**src/rtl/uart_pkg.sv**
```systemverilog
// uart_pkg: shared UART timing constants and the tx-fifo launch FSM state type
package uart_pkg;
  typedef enum logic {IDLE, WAIT_DONE} tx_fifo_state_t;
  localparam int UART_CLK_FREQ = 50_000_000;
  localparam int UART_BAUD = 115200;
  localparam int UART_BIT_CLKS = UART_CLK_FREQ / UART_BAUD;
endpackage

```
**src/rtl/uart_tx_fifo_sync_fifo.sv**
```systemverilog
// sync_fifo: single-clock FIFO whose occupancy count arbitrates full/empty
module sync_fifo #(
  parameter int WIDTH = 8,
  parameter int DEPTH = 16,
  localparam int ADDR_W = $clog2(DEPTH)
) (
  input  logic              clk,
  input  logic              rst,
  input  logic              wr_en,
  input  logic [WIDTH-1:0]  wr_data,
  input  logic              rd_en,
  output logic [WIDTH-1:0]  rd_data,
  output logic [ADDR_W:0]   count,
  output logic              full,
  output logic              empty
);
  logic [WIDTH-1:0] mem [DEPTH];
  logic [ADDR_W-1:0] wr_ptr, rd_ptr;
  logic push, pop;
  assign push = wr_en && !full;
  assign pop = rd_en && !empty;
  assign full = count == (ADDR_W+1)'(DEPTH);
  assign empty = count == '0;
  assign rd_data = mem[rd_ptr];
  // storage array, written only on an accepted push
  always_ff @(posedge clk)
    if (push) mem[wr_ptr] <= wr_data;
  // pointers wrap naturally at the power-of-two depth; count tracks occupancy
  always_ff @(posedge clk or negedge rst)
    if (!rst) begin
      wr_ptr <= '0;
      rd_ptr <= '0;
      count <= '0;
    end else begin
      wr_ptr <= wr_ptr + ADDR_W'(push);
      rd_ptr <= rd_ptr + ADDR_W'(pop);
      count <= count + (ADDR_W+1)'(push) - (ADDR_W+1)'(pop);
    end
endmodule

```
**src/rtl/uart_tx_fifo.sv**
```systemverilog
// uart_tx_fifo: byte queue that launches one byte at a time into UART_Tx; UART_TX_FIFO_STATS_EN adds drop statistics
module uart_tx_fifo
  import uart_pkg::*;
#(
  parameter int DEPTH = 16,
  localparam int ADDR_W = $clog2(DEPTH)
) (
  input  logic            clk,
  input  logic            rst,
  input  logic            i_wr_valid,
  input  logic [7:0]      i_wr_data,
  output logic            o_wr_ready,
  output logic            o_TX_DV,
  output logic [7:0]      o_TX_Byte,
  input  logic            i_TX_Active,
  input  logic            i_TX_Done,
  output logic [ADDR_W:0] o_count,
  output logic            o_empty,
  output logic            o_full,
  output logic            o_busy
`ifdef UART_TX_FIFO_STATS_EN
  ,
  output logic            o_overflow,
  output logic [7:0]      o_drop_cnt
`endif
);
  tx_fifo_state_t state, state_nx;
  logic launch;
  logic [7:0] head;
  logic unused_tx_active;
  assign unused_tx_active = i_TX_Active;
  assign o_wr_ready = !o_full;
  assign o_busy = state != IDLE;
  sync_fifo #(.WIDTH(8), .DEPTH(DEPTH)) u_fifo (
    .clk(clk),
    .rst(rst),
    .wr_en(i_wr_valid),
    .wr_data(i_wr_data),
    .rd_en(launch),
    .rd_data(head),
    .count(o_count),
    .full(o_full),
    .empty(o_empty)
  );
  // launch the head byte whenever idle with data queued; Done outside WAIT_DONE is ignored
  always_comb begin
    launch = 1'b0;
    state_nx = state;
    launch = state == IDLE && !o_empty;
    state_nx = state == IDLE ? (o_empty ? IDLE : WAIT_DONE) : (i_TX_Done ? IDLE : WAIT_DONE);
  end
  // state register, one-cycle strobe and held launch byte
  always_ff @(posedge clk or negedge rst)
    if (!rst) begin
      state <= IDLE;
      o_TX_DV <= 1'b0;
      o_TX_Byte <= '0;
    end else begin
      state <= state_nx;
      o_TX_DV <= launch;
      o_TX_Byte <= launch ? head : o_TX_Byte;
    end
`ifdef UART_TX_FIFO_STATS_EN
  logic drop;
  assign drop = i_wr_valid && o_full;
  // sticky overflow flag and saturating drop counter
  always_ff @(posedge clk or negedge rst)
    if (!rst) begin
      o_overflow <= 1'b0;
      o_drop_cnt <= '0;
    end else begin
      o_overflow <= o_overflow | drop;
      o_drop_cnt <= o_drop_cnt + 8'(drop && o_drop_cnt != 8'hFF);
    end
`endif
endmodule
```
**config.mk**
```make
export PLATFORM = sky130hd
export DESIGN_NAME = uart_tx_fifo
export DESIGN_NICKNAME = d
export VERILOG_FILES = /design/src/rtl/uart_pkg.sv /design/src/rtl/uart_tx_fifo_sync_fifo.sv /design/src/rtl/uart_tx_fifo.sv
export SDC_FILE = /design/constraint.sdc
export NUM_CORES = 1
export LEC_CHECK = 0
export ABC_AREA = 1
export ABC_CLOCK_PERIOD_IN_PS = 2280
export CAP_MARGIN = 5
export CORE_UTILIZATION = 50
export DETAILED_ROUTE_END_ITERATION = 10
export PLACE_DENSITY = 0.71
export SLEW_MARGIN = 30
export SYNTH_ARGS = -nofsm -noshare
export SYNTH_HDL_FRONTEND = slang
export SYNTH_SLANG_ARGS = --single-unit
export TNS_END_PERCENT = 20
```
**constraint.sdc**
```tcl
create_clock -name clk -period 2.28 [get_ports clk]
set_input_delay 0.456 -clock clk [delete_from_list [all_inputs] [get_ports clk]]
set_output_delay 0.456 -clock clk [all_outputs]
set_load 0.05 [all_outputs]
```
# Word-level counts from Yosys, hierarchy flattened
# Memories as Yosys holds them, arrays and structs flattened. A register that Yosys moved wholly into a read port is not among the register bits.
# Cells that the tools add are included.
# W data, S select, Z words.
totals:
  ff_bits: 15
  mem_bits_rw: 128
  out_inout_bits: 18
  word_cells: 24
  mem_count: 1
op_classes:
  add_sub_neg: 4
  n_eq_ne: 1
  muxes: 5
  n_bitwise: 1
  reduce_logical: 7
memory_table:
  columns: ["name", "words", "width", "read_ports", "rd_clocked_by_memory_dff", "wr", "line_no", "rtl"]
  rows:
  - ["u_fifo.mem", 16, 8, 1, 1, 1, "uart_tx_fifo_sync_fifo.sv:17", "logic [WIDTH-1:0] mem [DEPTH];"]
ops:
  columns: ["cell", "count"]
  rows:
  - ["$add A4 B1 Y4", 2]
  - ["$add A5 B1 Y5", 1]
  - ["$eq A5 B5 Y1 const B", 1]
  - ["$logic_not A5 Y1", 1]
  - ["$mux W1", 5]
  - ["$sub A5 B1 Y5", 1]
  - ["$logic_and A1 B1 Y1", 3]
  - ["$logic_not A1 Y1", 3]
  - ["$not A1 Y1", 1]

# Longest topological paths before layout
depth:
  depth_word: 5
  ltp_mapped: 13

# Cells and area by module
# A second synthesis with hierarchy kept.
hier_totals:
  cells_unflattened: 632
  hier_area_um2: 6543.8
by_module_without_submodules:
  columns: ["module", "instances", "cells_per_inst", "area_each_um2"]
  rows:
  - ["sync_fifo", 1, 591, 6138.4]
  - ["uart_tx_fifo", 1, 41, 405.4]

# Least setup slack after synthesis
# OpenSTA, ideal clock, no wires.
synth_path:
  kind: "register -> register"
  start: "reg u_fifo.count[3]"
  end: "reg u_fifo.count[4]"
  setup_ps: 79
  arrival_time_ps: 3165
  path_slack_ps: -964
  path_stages_with_launch: 14
  period_less_slack_ps: 3244
  cell_sequence: "dfrtp_1 -> inv_1 -> ha_1 -> nand3_2 -> nor2_1 -> inv_1 -> nand2_1 -> inv_1 -> ha_1 -> inv_1 -> fa_1 -> o21ai_0 -> a21oi_1 -> xor2_1"
synth_via:
  elab_chain_len: 5
synth_rtl:
  columns: ["item", "line_no", "rtl"]
  rows:
  - ["from (decl)", "uart_tx_fifo_sync_fifo.sv:13", "output logic [ADDR_W:0] count,"]
  - ["from (signal assigned)", "uart_tx_fifo_sync_fifo.sv:37", "count <= count + (ADDR_W+1)'(push) - (ADDR_W+1)'(pop);"]
  - ["$eq A5 B5 Y1", "uart_tx_fifo_sync_fifo.sv:22", "assign full = count == (ADDR_W+1)'(DEPTH);"]
  - ["named net o_full", "uart_tx_fifo.sv:19", "output logic o_full,"]
  - ["$logic_not A1 Y1", null, null]
  - ["named net o_wr_ready", "uart_tx_fifo.sv:12", "output logic o_wr_ready,"]
  - ["$logic_and A1 B1 Y1", "uart_tx_fifo_sync_fifo.sv:20", "assign push = wr_en && !full;"]
  - ["$add A5 B1 Y5", "uart_tx_fifo_sync_fifo.sv:37", null]
  - ["$sub A5 B1 Y5", "uart_tx_fifo_sync_fifo.sv:37", null]
# The timed path passes the listed nets, and every way through them passes these cells.

# Worst setup path in the final report
layout_path:
  start: "reg u_fifo.count[3]"
  end: "reg u_fifo.count[4]"
layout_via:
  elab_chain_len: 5
layout_rtl:
  columns: ["item", "line_no", "rtl"]
  rows:
  - ["$logic_not A5 Y1", "uart_tx_fifo_sync_fifo.sv:23", "assign empty = count == '0;"]
  - ["$logic_not A1 Y1", "uart_tx_fifo.sv:49", "launch = state == IDLE && !o_empty;"]
  - ["$logic_and A1 B1 Y1", "uart_tx_fifo.sv:49", null]
  - ["named net launch", "uart_tx_fifo.sv:28", "logic launch;"]
  - ["$logic_and A1 B1 Y1", "uart_tx_fifo_sync_fifo.sv:21", "assign pop = rd_en && !empty;"]
  - ["$sub A5 B1 Y5", "uart_tx_fifo_sync_fifo.sv:37", null]
# The timed path passes the listed nets, and every way through them passes these cells.

==> summary.txt <==
detailed-route DRC error count: 0
Initial DRT Pass Iterations: 5
Final Routed Wirelength: 13900 um
maximum number of pins on one net before global-route repair: 34
net switching share of the total power: 38.0%
number of cells on the worst reg-to-reg path: 13
Crit-path slowest cell: sky130_fd_sc_hd__dfrtp_2
worst ir drop on vdd: 0.000566 V
number of buffers created by CTS: 17
number of nets with antenna violations after detailed routing: 0
layout net count: 718
final period utilization: 96.9%
detail-routed net length per standard cell: 15.9 um
final worst slack: 0.0707 ns
areal power density over the cells: 1370 mW/mm^2
leakage power summed over all cells: 3.46 nW
Root Driver: sky130_fd_sc_hd__clkbuf_16
final worst clock skew: 0.00577 ns
Worst setup EP type: register
clock slew at reported path FFs: 0.06 ns
cell family contributing the most delay on the critical path: adder cells
max-slew violation total from the final report: 0
DP Worst Slack: 0.0102 ns
top fanout value on the critical path: 2
filler cell count in the final layout: 976
minimum clock period: 2.21 ns
synthesis-to-finish area growth: 19.0%
core outline area: 0.0128 sq mm
endpoints failing setup: 0
overall routing resource usage: 22.5%
Comb pwr share: 39.5%
dpl hpwl: 8740 um
slack of the worst reg-to-reg path: 0.07 ns
endpoint required time on the critical path: 2.58 ns
mean cell area of the mapped netlist: 10.4 sq um
antenna fix cells: 0
worst relative slew slack: 47.3%
Initial DRC Count: 331
arrival time at the worst endpoint: 2.50 ns
fraction of final layout cells with drive strength greater than 1: 12.2%
Final Hold Vio Count: 0
via count of the first global-routing pass: 4292
placer congestion estimate: 0.929
synthesized net count: 662
via count: 4404
worst-margin pin slew: 0.788 ns
antenna violations before repair: 0
total negative setup slack: 0 ns
cell chain of the critical path: inv_2, ha_4, nand3_4, o21ai_4, inv_2, ha_4, inv_2, ha_4, inv_2, fa_2, o21ai_2, a21oi_2, xor2_1
Net Sw Power: 4.10 mW
final std cell area, no fill: 0.00787 sq mm
stages on the worst setup path: 13
number of standard cells after synthesis: 638
sequential share of power: 34.5%
sinks on the clock net: 151
die height: 117 um
initial core utilization: 51.8%
depth of the CTS H-tree: 4
maximum clock rate: 453 MHz
multi-input logic area: 0.00166 sq mm
horizontal die dimension: 117 um
slowest cell delay on critical path: 0.40 ns
count of warnings emitted by yosys: 0
cell area after synthesis: 0.00661 sq mm
number of unique standard cell types used by synthesis: 19
number of buffers and inverters on the critical path: 4
path class of the lowest-slack min-delay path: in -> async
critical path class: reg -> reg
Die Outline Area: 0.0137 sq mm
Cell Area, Placed: 0.00722 sq mm
Startpoint Class: register
total of max-cap violations: 0
maximum buffer depth of the clock tree: 2
remaining global-route overflow: 0
Port Buffers: 29
Seq/Total Area, Yosys: 66.8%
number of top-level design ports: 31
clk_lat worst skew: 0.42 ns
number of synthesized register bits: 151
CTS tree: built
detailed-route vias per instance: 5.02
wire length of the first global-routing pass: 22100 um
Cell Rows: 41
sequential cell area in the final layout: 0.00443 sq mm
internal power consumption: 6.68 mW
most prevalent standard cell on the critical path: sky130_fd_sc_hd__inv_2
result of the run: finished clean
clock share of power: 26.0%
-- final timing paths --
path | to | from
max | u_fifo.count[4] | u_fifo.count[3]
min | o_busy | rst
max reg2reg | u_fifo.count[4] | u_fifo.count[3]
min reg2reg | o_TX_Byte[0] | o_TX_Byte[0]
max in group asynchronous | u_fifo.rd_ptr[0] | rst
min in group clk | o_TX_Byte[0] | o_TX_Byte[0]
-- cells in the mapped netlist --
cell type / n / share of area [%]
sky130_fd_sc_hd__nand2_1: 197 / 11
sky130_fd_sc_hd__edfxtp_1: 128 / 58
sky130_fd_sc_hd__inv_1: 116 / 6.6
sky130_fd_sc_hd__nand3_1: 102 / 7.7
sky130_fd_sc_hd__dfrtp_1: 23 / 8.7
sky130_fd_sc_hd__nor2_1: 18 / 1.0
sky130_fd_sc_hd__buf_2: 15 / 1.1
sky130_fd_sc_hd__ha_1: 10 / 1.9
sky130_fd_sc_hd__xor2_1: 7 / 0.93
sky130_fd_sc_hd__buf_6: 6 / 1.0
sky130_fd_sc_hd__buf_4: 3 / 0.34
sky130_fd_sc_hd__inv_2: 3 / 0.17
sky130_fd_sc_hd__o21ai_0: 3 / 0.23
sky130_fd_sc_hd__a21oi_1: 2 / 0.15
sky130_fd_sc_hd__clkinv_1: 1 / 0.057
sky130_fd_sc_hd__fa_1: 1 / 0.30
sky130_fd_sc_hd__nand3_2: 1 / 0.15
sky130_fd_sc_hd__o21ai_2: 1 / 0.13
sky130_fd_sc_hd__xnor2_1: 1 / 0.13
-- cells in the final DEF (no fill, tap or decap), types with 2 or more instances in the layout --
cell	count
sky130_fd_sc_hd__dfrtp_1	18
sky130_fd_sc_hd__buf_4	35
sky130_fd_sc_hd__clkbuf_16	17
sky130_fd_sc_hd__clkdlybuf4s50_1	26
sky130_fd_sc_hd__ha_1	7
sky130_fd_sc_hd__clkbuf_1	2
sky130_fd_sc_hd__clkinv_2	2
sky130_fd_sc_hd__o21ai_0	2
sky130_fd_sc_hd__inv_2	7
sky130_fd_sc_hd__clkinv_1	6
sky130_fd_sc_hd__nor2_2	3
sky130_fd_sc_hd__xor2_1	7
sky130_fd_sc_hd__nand3_1	102
sky130_fd_sc_hd__ha_4	3
sky130_fd_sc_hd__bufinv_16	4
sky130_fd_sc_hd__inv_1	110
sky130_fd_sc_hd__nand2_1	196
sky130_fd_sc_hd__edfxtp_1	128
sky130_fd_sc_hd__nor2_1	14
sky130_fd_sc_hd__dfrtp_2	5
-- state kept, by name, indices dropped and copies added, names as in the netlist --
register and count:
o_TX_Byte 8, o_TX_DV 1, o_busy 1, u_fifo.count 5
u_fifo.mem 128, u_fifo.rd_ptr 4, u_fifo.wr_ptr 4
-- stage by stage --
step                      power, mW  hold slack (ns)  std cells  utilization [%]
final                          10.8            0.400        878             61.6
after global routing           11.4            0.412        878             61.6
after CTS                      10.8            0.399        877             61.5
after detailed placement       7.79            0.473        843             56.5
after global placement         7.65            0.462        843             56.5
after floorplan                6.66            0.160        638                -
-- power by group through the flow --
stage	Sequential [mW]	Combinational, mW	Clock, mW
2_1_floorplan	4.17	2.49	0
3_3_place_gp	3.75	3.90	0
3_5_place_dp	3.77	4.02	0
4_1_cts	3.72	4.19	2.85
5_1_grt	3.77	4.70	2.96
6_report	3.73	4.26	2.80
-- metal layers --
metal,track usage [%],routed length (um),up-vias
li1,-,-,2152
met1,30.1,5870,2047
met2,35.9,6900,190
met3,6.18,1010,15
met4,7.59,167,0
met5,0,0,-
-- logic make-up (layout without fill, tap and decap cells) --
| group | after synthesis | in the layout | synth area share (%) |
|---|---|---|---|
| AO/OA/AOI/OAI | 6 | 6 | 0.511 |
| flip-flops | 151 | 151 | 66.8 |
| XOR/XNOR | 8 | 8 | 1.06 |
| buffers and inverters | 144 | 212 | 9.31 |
| adder cells (fa/ha/maj) | 11 | 11 | 2.20 |
| AND/OR/NAND/NOR | 318 | 318 | 20.1 |
-- layout make-up --
| cell class | count | area share, % |
|---|---|---|
| Inverter | 120 | 5.80 |
| Clock inverter | 12 | 2.00 |
| Sequential cell | 151 | 56.2 |
| Multi-Input combinational cell | 343 | 21.1 |
| Tap cell | 172 | 2.74 |
| Clock buffer | 19 | 5.50 |
| Timing Repair Buffer | 61 | 6.65 |
-- repair_timing --
action,in CTS,in global routing
setup buffers,3,1
hold buffers,0,0
pin swaps,5,5
resized for setup,4,2
endpoints found under the setup margin,1,1
(Power assumes the default switching activity.)
